File: src/rtl/mem_arb_pkg.sv
// Shared types and helpers for the two-port memory arbiter.
package mem_arb_pkg;

    typedef enum logic [1:0] {
        IDLE   = 2'd0,
        ACCESS = 2'd1,
        RESP   = 2'd2
    } state_t;

    typedef enum logic {
        REQ_I = 1'b0,
        REQ_D = 1'b1
    } req_id_t;

    localparam int WORD_BYTES = 4;

    // Misaligned byte address or word index beyond the last word of the array.
    function automatic logic addr_err(input logic [31:0] addr, input int depth);
        return (addr[1:0] != 2'b00) || ({2'b00, addr[31:2]} >= 32'(depth));
    endfunction

endpackage

File: src/rtl/rr_arb2.sv
// Two-way round-robin arbiter; bit 0 = fetch port, bit 1 = data port.
module rr_arb2 (
    input  logic       clk,
    input  logic       rst,
    input  logic [1:0] req,
    input  logic       advance,
    output logic [1:0] grant
);

    logic prefer_d_r;
    logic last_d_r;

    // One-hot grant; a contested cycle goes to the side not served last.
    always_comb begin
        grant = 2'b00;
        case (req)
            2'b01:   grant = 2'b01;
            2'b10:   grant = 2'b10;
            2'b11:   grant = prefer_d_r ? 2'b10 : 2'b01;
            default: grant = 2'b00;
        endcase
    end

    // req is only non-zero while the owner is ready to accept, so any grant is a handshake.
    always_ff @(posedge clk) begin
        if (rst) begin
            prefer_d_r <= 1'b1;
            last_d_r   <= 1'b0;
        end else begin
            if (req != 2'b00) begin
                last_d_r <= grant[1];
            end
            if (advance) begin
                prefer_d_r <= !last_d_r;
            end
        end
    end

endmodule

File: src/rtl/mem_arbiter.sv
// Shares one combinationally-read word memory between the fetch (I) and load/store (D) ports.
module mem_arbiter
    import mem_arb_pkg::*;
#(
    parameter int DEPTH = 32,
    parameter int IDX_W = $clog2(DEPTH)
) (
    input  logic             clk,
    input  logic             rst,
    input  logic             i_req_valid,
    output logic             i_req_ready,
    input  logic [31:0]      i_req_addr,
    output logic             i_rsp_valid,
    input  logic             i_rsp_ready,
    output logic [31:0]      i_rsp_data,
    output logic             i_rsp_err,
    input  logic             d_req_valid,
    output logic             d_req_ready,
    input  logic [31:0]      d_req_addr,
    input  logic             d_req_we,
    input  logic [31:0]      d_req_wdata,
    output logic             d_rsp_valid,
    input  logic             d_rsp_ready,
    output logic [31:0]      d_rsp_data,
    output logic             d_rsp_err,
    output logic [IDX_W-1:0] mem_addr,
    output logic             mem_we,
    output logic [31:0]      mem_wdata,
    input  logic [31:0]      mem_rdata
);

    state_t      state_r;
    req_id_t     id_r;
    logic [31:0] addr_r;
    logic        we_r;
    logic [31:0] wdata_r;
    logic [31:0] rsp_data_r;
    logic        rsp_err_r;
    logic        i_rsp_valid_r;
    logic        d_rsp_valid_r;
    logic [1:0]  req_s;
    logic [1:0]  grant_s;
    logic        err_s;
    logic        idle_s;

    assign idle_s = (state_r == IDLE);
    assign req_s  = idle_s ? {d_req_valid, i_req_valid} : 2'b00;

    rr_arb2 u_rr_arb2 (
        .clk     (clk),
        .rst     (rst),
        .req     (req_s),
        .advance (state_r == ACCESS),
        .grant   (grant_s)
    );

    // Handshake readies and the memory strobe, which is live only during ACCESS.
    always_comb begin
        i_req_ready = idle_s && grant_s[0];
        d_req_ready = idle_s && grant_s[1];
        err_s       = addr_err(addr_r, DEPTH);
        if (state_r == ACCESS) begin
            mem_addr  = addr_r[IDX_W+1:2];
            mem_we    = we_r && !err_s;
            mem_wdata = wdata_r;
        end else begin
            mem_addr  = {IDX_W{1'b0}};
            mem_we    = 1'b0;
            mem_wdata = 32'h0000_0000;
        end
    end

    // Request latch, access sequencing and registered response.
    always_ff @(posedge clk) begin
        if (rst) begin
            state_r       <= IDLE;
            id_r          <= REQ_D;
            addr_r        <= 32'h0000_0000;
            we_r          <= 1'b0;
            wdata_r       <= 32'h0000_0000;
            rsp_data_r    <= 32'h0000_0000;
            rsp_err_r     <= 1'b0;
            i_rsp_valid_r <= 1'b0;
            d_rsp_valid_r <= 1'b0;
        end else begin
            case (state_r)
                IDLE: begin
                    if (grant_s != 2'b00) begin
                        id_r    <= grant_s[1] ? REQ_D : REQ_I;
                        addr_r  <= grant_s[1] ? d_req_addr : i_req_addr;
                        we_r    <= grant_s[1] && d_req_we;
                        wdata_r <= grant_s[1] ? d_req_wdata : 32'h0000_0000;
                        state_r <= ACCESS;
                    end
                end
                ACCESS: begin
                    rsp_data_r <= (we_r || err_s) ? 32'h0000_0000 : mem_rdata;
                    rsp_err_r  <= err_s;
                    if (id_r == REQ_D) begin
                        d_rsp_valid_r <= 1'b1;
                    end else begin
                        i_rsp_valid_r <= 1'b1;
                    end
                    state_r <= RESP;
                end
                RESP: begin
                    if ((d_rsp_valid_r && d_rsp_ready) || (i_rsp_valid_r && i_rsp_ready)) begin
                        d_rsp_valid_r <= 1'b0;
                        i_rsp_valid_r <= 1'b0;
                        state_r       <= IDLE;
                    end
                end
                default: begin
                    state_r <= IDLE;
                end
            endcase
        end
    end

    assign i_rsp_valid = i_rsp_valid_r;
    assign i_rsp_data  = rsp_data_r;
    assign i_rsp_err   = rsp_err_r;
    assign d_rsp_valid = d_rsp_valid_r;
    assign d_rsp_data  = rsp_data_r;
    assign d_rsp_err   = rsp_err_r;

endmodule

File: config.mk
export PLATFORM = sky130hd
export DESIGN_NAME = mem_arbiter
export DESIGN_NICKNAME = d
export VERILOG_FILES = /design/src/rtl/mem_arb_pkg.sv /design/src/rtl/rr_arb2.sv /design/src/rtl/mem_arbiter.sv
export SDC_FILE = /design/constraint.sdc
export NUM_CORES = 1
export LEC_CHECK = 0
export BUFFER_PORTS_ARGS = -buffer_cell sky130_fd_sc_hd__buf_4
export CORE_ASPECT_RATIO = 0.9
export CORE_MARGIN = 2
export CORE_UTILIZATION = 44
export CTS_CLUSTER_SIZE = 10
export DETAILED_ROUTE_END_ITERATION = 12
export GPL_ROUTABILITY_DRIVEN = 0
export HOLD_SLACK_MARGIN = 0.12
export PLACE_DENSITY = 0.89
export SLEW_MARGIN = 30
export SYNTH_ARGS = -nofsm -noshare
export SYNTH_HDL_FRONTEND = slang
export SYNTH_SLANG_ARGS = --single-unit
File: constraint.sdc
create_clock -name clk -period 1.6 [get_ports clk]
set_input_delay 0.16 -clock clk [delete_from_list [all_inputs] [get_ports clk]]
set_output_delay 0.16 -clock clk [all_outputs]
set_load 0.1 [all_outputs]
### Yosys cells after proc, flatten, opt, wreduce, memory -nomap -nowiden

Index checks and enable logic that the tools add are counted.

* order comparisons: 1
* equality and inequality tests: 9
* muxes and demuxes: 18
* reduce and logical (&&, ||, !) cells: 20

Operators with widths (number)
* $mux W32: 4
* $ge A30 B6 Y1 const B: 1
* $pmux W2 S3: 2
* $mux W2: 4
* $reduce_bool A2 Y1: 4
* $eq A2 B2 Y1 const B: 3
* $logic_and A1 B1 Y1: 6
* $ne A2 B2 Y1 const B: 3
* $reduce_and A3 Y1: 2
* $mux W1: 5
* $mux W5: 1
* $eq A2 B1 Y1 const B: 2
* $pmux W1 S2: 2
* $reduce_and A2 Y1: 2
* $logic_or A1 B1 Y1: 3
* $logic_not A1 Y1: 2
* $logic_not A2 Y1: 1
* $ne A2 B1 Y1 const B: 1

* flip-flop bits (word level): 105
* bits of input ports: 135
* word-level logic and storage cells: 59

### Logic depth before layout (Yosys ltp)

* word-level depth: 7
* depth in mapped cells: 6
* gate-level depth less buffers: 4

### Cells and area by module

Synthesis repeated with hierarchy kept, for this count alone.

* cell total of the unflattened synthesis: 453
* area total of the unflattened synthesis: 4580.6 um2

Modules (own cells, without submodules)
* mem_arbiter: times used 1, cells an instance 442, area each 4489.3 um2
* rr_arb2: times used 1, cells an instance 11, area each 91.3 um2

### Worst setup path after synthesis

OpenSTA, ideal clock, no wires.

* path type: reg2reg
* start point: register u_rr_arb2.prefer_d_r
* end point: register id_r
* library setup time: 244 ps
* data arrival time: 3184 ps
* required time: 1356 ps
* setup slack: -1828 ps
* stages on the path, launching flop included: 5
* path through: dfxtp_1 -> a21boi_1 -> buf_2 -> nor3b_1 -> o21ai_0

* word-level cells in the longest chain between the ends: 4

RTL lines
* start: declaration: line rr_arb2.sv:10 `logic prefer_d_r;`
* start signal: assignment: line rr_arb2.sv:34 `prefer_d_r <= !last_d_r;`
* $mux W2 *: line rr_arb2.sv:19 `2'b11: grant = prefer_d_r ? 2'b10 : 2'b01;`
* $pmux W2 S3 *: line rr_arb2.sv:16 `case (req)`
* $reduce_bool A2 Y1: line mem_arbiter.sv:88 `if (grant_s != 2'b00) begin`
* $reduce_and A2 Y1 (no line)
* end signal: assignment: line mem_arbiter.sv:89 `id_r <= grant_s[1] ? REQ_D : REQ_I;`
* end: declaration: line mem_arbiter.sv:33 `req_id_t id_r;`

Every way passes the cells marked *; elsewhere a longest branch is shown, timed or not.
A chain may end at the register's enable or synchronous reset.

### Final worst setup path

* start point: register state_r[0]
* end point: output port mem_we

* word-level cells in the longest chain between the ends: 2

RTL lines
* start: declaration: line mem_arbiter.sv:32 `state_t state_r;`
* start signal: assignment: line mem_arbiter.sv:76 `state_r <= IDLE;`
* start signal: assignment: line mem_arbiter.sv:93 `state_r <= ACCESS;`
* start signal: assignment: line mem_arbiter.sv:104 `state_r <= RESP;`
* $eq A2 B1 Y1: line mem_arbiter.sv:62 `if (state_r == ACCESS) begin`
* $mux W1: line mem_arbiter.sv:62
* end: declaration: line mem_arbiter.sv:27 `output logic mem_we,`

Every way passes these cells.

==> impl_results.md <==
- Outcome: finished with violations
- Failing checks: negative setup slack
- Dpl cell area: 6190 sq um
- DR pass1 iterations: 4
- Residual DRC count: 0
- Row count: 34
- Syn Std Cell Area: 4390 sq um
- Drt wl/cell: between 20 and 25 um
- Critical Path Start Type: flop
- Synth Flop Type: dfxtp_1
- Grt peak-use layer: met2
- Critical-path top delay cell: dfxtp_2
- Critical path origin: state_r[0]$_SDFFE_PP0P_
- Pleak: 3.64 nW
- WP data required: 1.44 ns
- RR Endpoint: wdata_r[28]$_SDFFE_PP0P_
- CTS H-tree depth: 3
- Fraction of registers with async set/reset: 0
- Final min period: 1.83 ns
- CP endpoint: mem_we
- CTS Buf Count: 9
- CTS sink cnt: 105
- Top Family by Delay on Critical Path: simple AND/OR/NAND/NOR gates
- Latest clock arrival within the worst-skew pair: 0.35 ns
- Combinational power share: 0.333
- Rel. slew slack: 0.686
- Period utilization: 1.14
- Number of global-route vias before repair: 5006
- Worst-path maximum fanout: 2
- Worst Path Buf+Inv: 2
- Share of post-route cells with drive strength above 1: 0.535
- Grt total ovfl: 0
- Die H: 98.8 um
- Layout Skew: 0.0172 ns
- Clock Power Share: 0.238
- Critical path class: reg2out
- Fmax: 547 MHz
- Max-cap viol count: 0
- Met2 GRT Util: 0.583
- Die X: 109 um
- Worst min-delay path class: in2reg
- Crit end category: output pin
- Final Non-Filler Cells: 877
- Port bufs: 242
- Slew Limit Fails: 0
- CP Depth: 6
- Worst-Margin Slew: around 0.47 ns
- Psw: 2.28 mW
- GR Util met3: 0.0589
- Clock Pin Slew Worst Setup and Hold Paths: 0.10 ns
- Largest net degree at the start of global routing: 67
- Synth Net Count: 584
- First-pass GRT wire length: 25500 um
- Routed via count: 4854
- Total Wirelength: 18700 um
- CTS tree: yes
- Layout area overhead: 88.8%
- Distinct cells, synth: 31
- Core Area: 9700 sq um
- Vias per cell: 5.53
- Root buffer cell: clkbuf_8
- Final setup fails: 104
- Full die area: 10800 sq um
- Final WS setup: -0.228 ns
- Total count of hold-check failures in the final report: 0
- Antenna viol nets, final: 0
- Mapped Cells: 449
- Critical-path cell list: nor2b_4 > buf_6 > nand4_1 > nor2_1 > and2_4 > buf_12
- Internal power: 4.70 mW
- Sw Share: 0.327
- CP arrival: roughly 1.7 ns
- Initial detailed-routing violation count: 212
- R2r worst-path depth: 9
- IO Count: about 240
- RSZ-0062 raised after global routing: yes
- Synthesized area per cell: 9.78 sq um
- Synthesized flop and latch total: 105
- GRT Total Usage: 0.309
- Syn. warnings: 0
- Fin nets: around 900
- Initial antenna violation count: 2
- FF-to-FF Start: state_r[0]$_SDFFE_PP0P_
- Dpl hpwl: 9330 um
- Final instance area: 8290 sq um
- Max incr delay on CP: approximately 0.36 ns
- Met1 Track Usage GR: 0.305
- PD cells: 843 nW/um^2
- VDD IR max: 832 uV
- Reg2reg setup slack: -0.19 ns
- Initial Utilization: 0.453
- EDFF count, synth: 0
- Register area share after synthesis: 0.479
- Flop pwr share: 0.430
- Placed Cells incl. Taps: around 760
- CTS Buffer Depth: 2
[power groups by stage]
stage          clock network, mW  logic [mW]  registers (mW)
2_1_floorplan                  0       0.965            3.04
3_3_place_gp                   0        1.50            2.99
3_5_place_dp                   0        1.54            3.00
4_1_cts                     1.67        1.92            2.96
5_1_grt                     1.78        2.43            3.02
6_report                    1.66        2.32            3.00
[cell families after synthesis]
logic type,after synthesis,synth area share
AND/OR/NAND/NOR,131,0.156
multiplexers,32,0.0730
flip-flops,105,0.479
buffers and inverters,72,0.101
AO/OA/AOI/OAI,109,0.191
[state kept, by name, summed over array words and instances, names as in the netlist]
signal / cells
addr_r: 32
d_rsp_data: 32
d_rsp_err: 1
d_rsp_valid: 1
i_rsp_valid: 1
id_r: 1
state_r: 2
u_rr_arb2.last_d_r: 1
u_rr_arb2.prefer_d_r: 1
wdata_r: 32
we_r: 1
[worst min path at each step]
stage	from	to	slack, ns	cells past startpoint
2_1_floorplan	mem_rdata[0]	d_rsp_data[0]$_SDFFE_PP0N_	0.29	1
3_3_place_gp	mem_rdata[0]	d_rsp_data[0]$_SDFFE_PP0N_	0.37	2
3_5_place_dp	mem_rdata[24]	d_rsp_data[24]$_SDFFE_PP0N_	0.37	2
4_1_cts	d_req_addr[16]	addr_r[16]$_SDFFE_PP0P_	0.13	3
5_1_grt	d_req_addr[16]	addr_r[16]$_SDFFE_PP0P_	0.16	3
6_report	d_req_addr[17]	addr_r[17]$_SDFFE_PP0P_	0.15	3
[metrics by stage]
stage               setup TNS, ns  utilization  setup WS, ns  hold WS [ns]  power (mW)
CTS                         -6.42        0.813        -0.217         0.131        6.55
global route               -18.41        0.855        -0.294         0.158        7.22
floorplan                   -1.65            -        -0.158         0.286        4.00
global placement                0        0.638        0.0408         0.370        4.48
finish                     -12.36        0.855        -0.228         0.154        6.98
detailed placement         -0.476        0.638       -0.0288         0.372        4.54
[synth_stat cells (2+ instances only)]
| master | instances | area, sq um |
|---|---|---|
| nor4_2 | 3 | 37.5 |
| o21ai_0 | 4 | 20.0 |
| clkbuf_1 | 17 | 63.8 |
| buf_4 | 35 | 263 |
| a22oi_1 | 34 | 255 |
| a22o_1 | 32 | 280 |
| a21oi_1 | 4 | 20.0 |
| buf_2 | 15 | 75.1 |
| nor3_1 | 3 | 15.0 |
| buf_6 | 3 | 33.8 |
| nor4_1 | 3 | 18.8 |
| mux2i_1 | 32 | 320 |
| nor2_1 | 72 | 270 |
| dfxtp_1 | 105 | 2100 |
| nor4_4 | 2 | 42.5 |
| nand4_1 | 2 | 12.5 |
| a211oi_1 | 32 | 240 |
| and2_1 | 38 | 238 |
[metal layers]
metal  up-vias  wire [um]  share of wire
met5         -          0              0
met2       286       9870           0.53
met4         0       1520          0.081
li1       2159          -              -
met3        98       1130          0.060
met1      2311       6150           0.33
[area by class of cell]
cell class	count	area (sq um)
Multi-Input combinational cell	272	2190
Tap cell	126	158
Antenna cell	2	5.00
Inverter	1	3.75
Fill cell	485	1410
Timing Repair Buffer	356	3630
Sequential cell	105	2120
Clock buffer	11	141
Clock inverter	4	53.8
[cells in the final DEF, fill, tap and decap left out, drive strengths merged, types with 2 or more instances in the layout]
master       instances
a211oi              32
nor3                 3
dfxtp              105
nor2                72
a22oi               34
buf                287
dlygate4sd3         65
a21oi                4
nor2b                2
o21ai                4
a22o                32
diode                2
nor4                 8
and2                38
clkbuf              15
mux2i               32
nand4                2
clkinvlp             2
[what timing repair did]
action,in CTS,in global routing
pin swaps,11,50
hold endpoints to repair,65,0
gates cloned,5,4
endpoints found under the setup margin,71,122
hold buffers,65,0
gates resized for setup,174,60
buffers inserted,18,12
[worst min-delay path, cell delays in order]
cell      delay [ns]
buf_4           0.11
mux2i_1         0.11
a211oi_1        0.08
No activity file was read; power rests on OpenSTA's default activity.
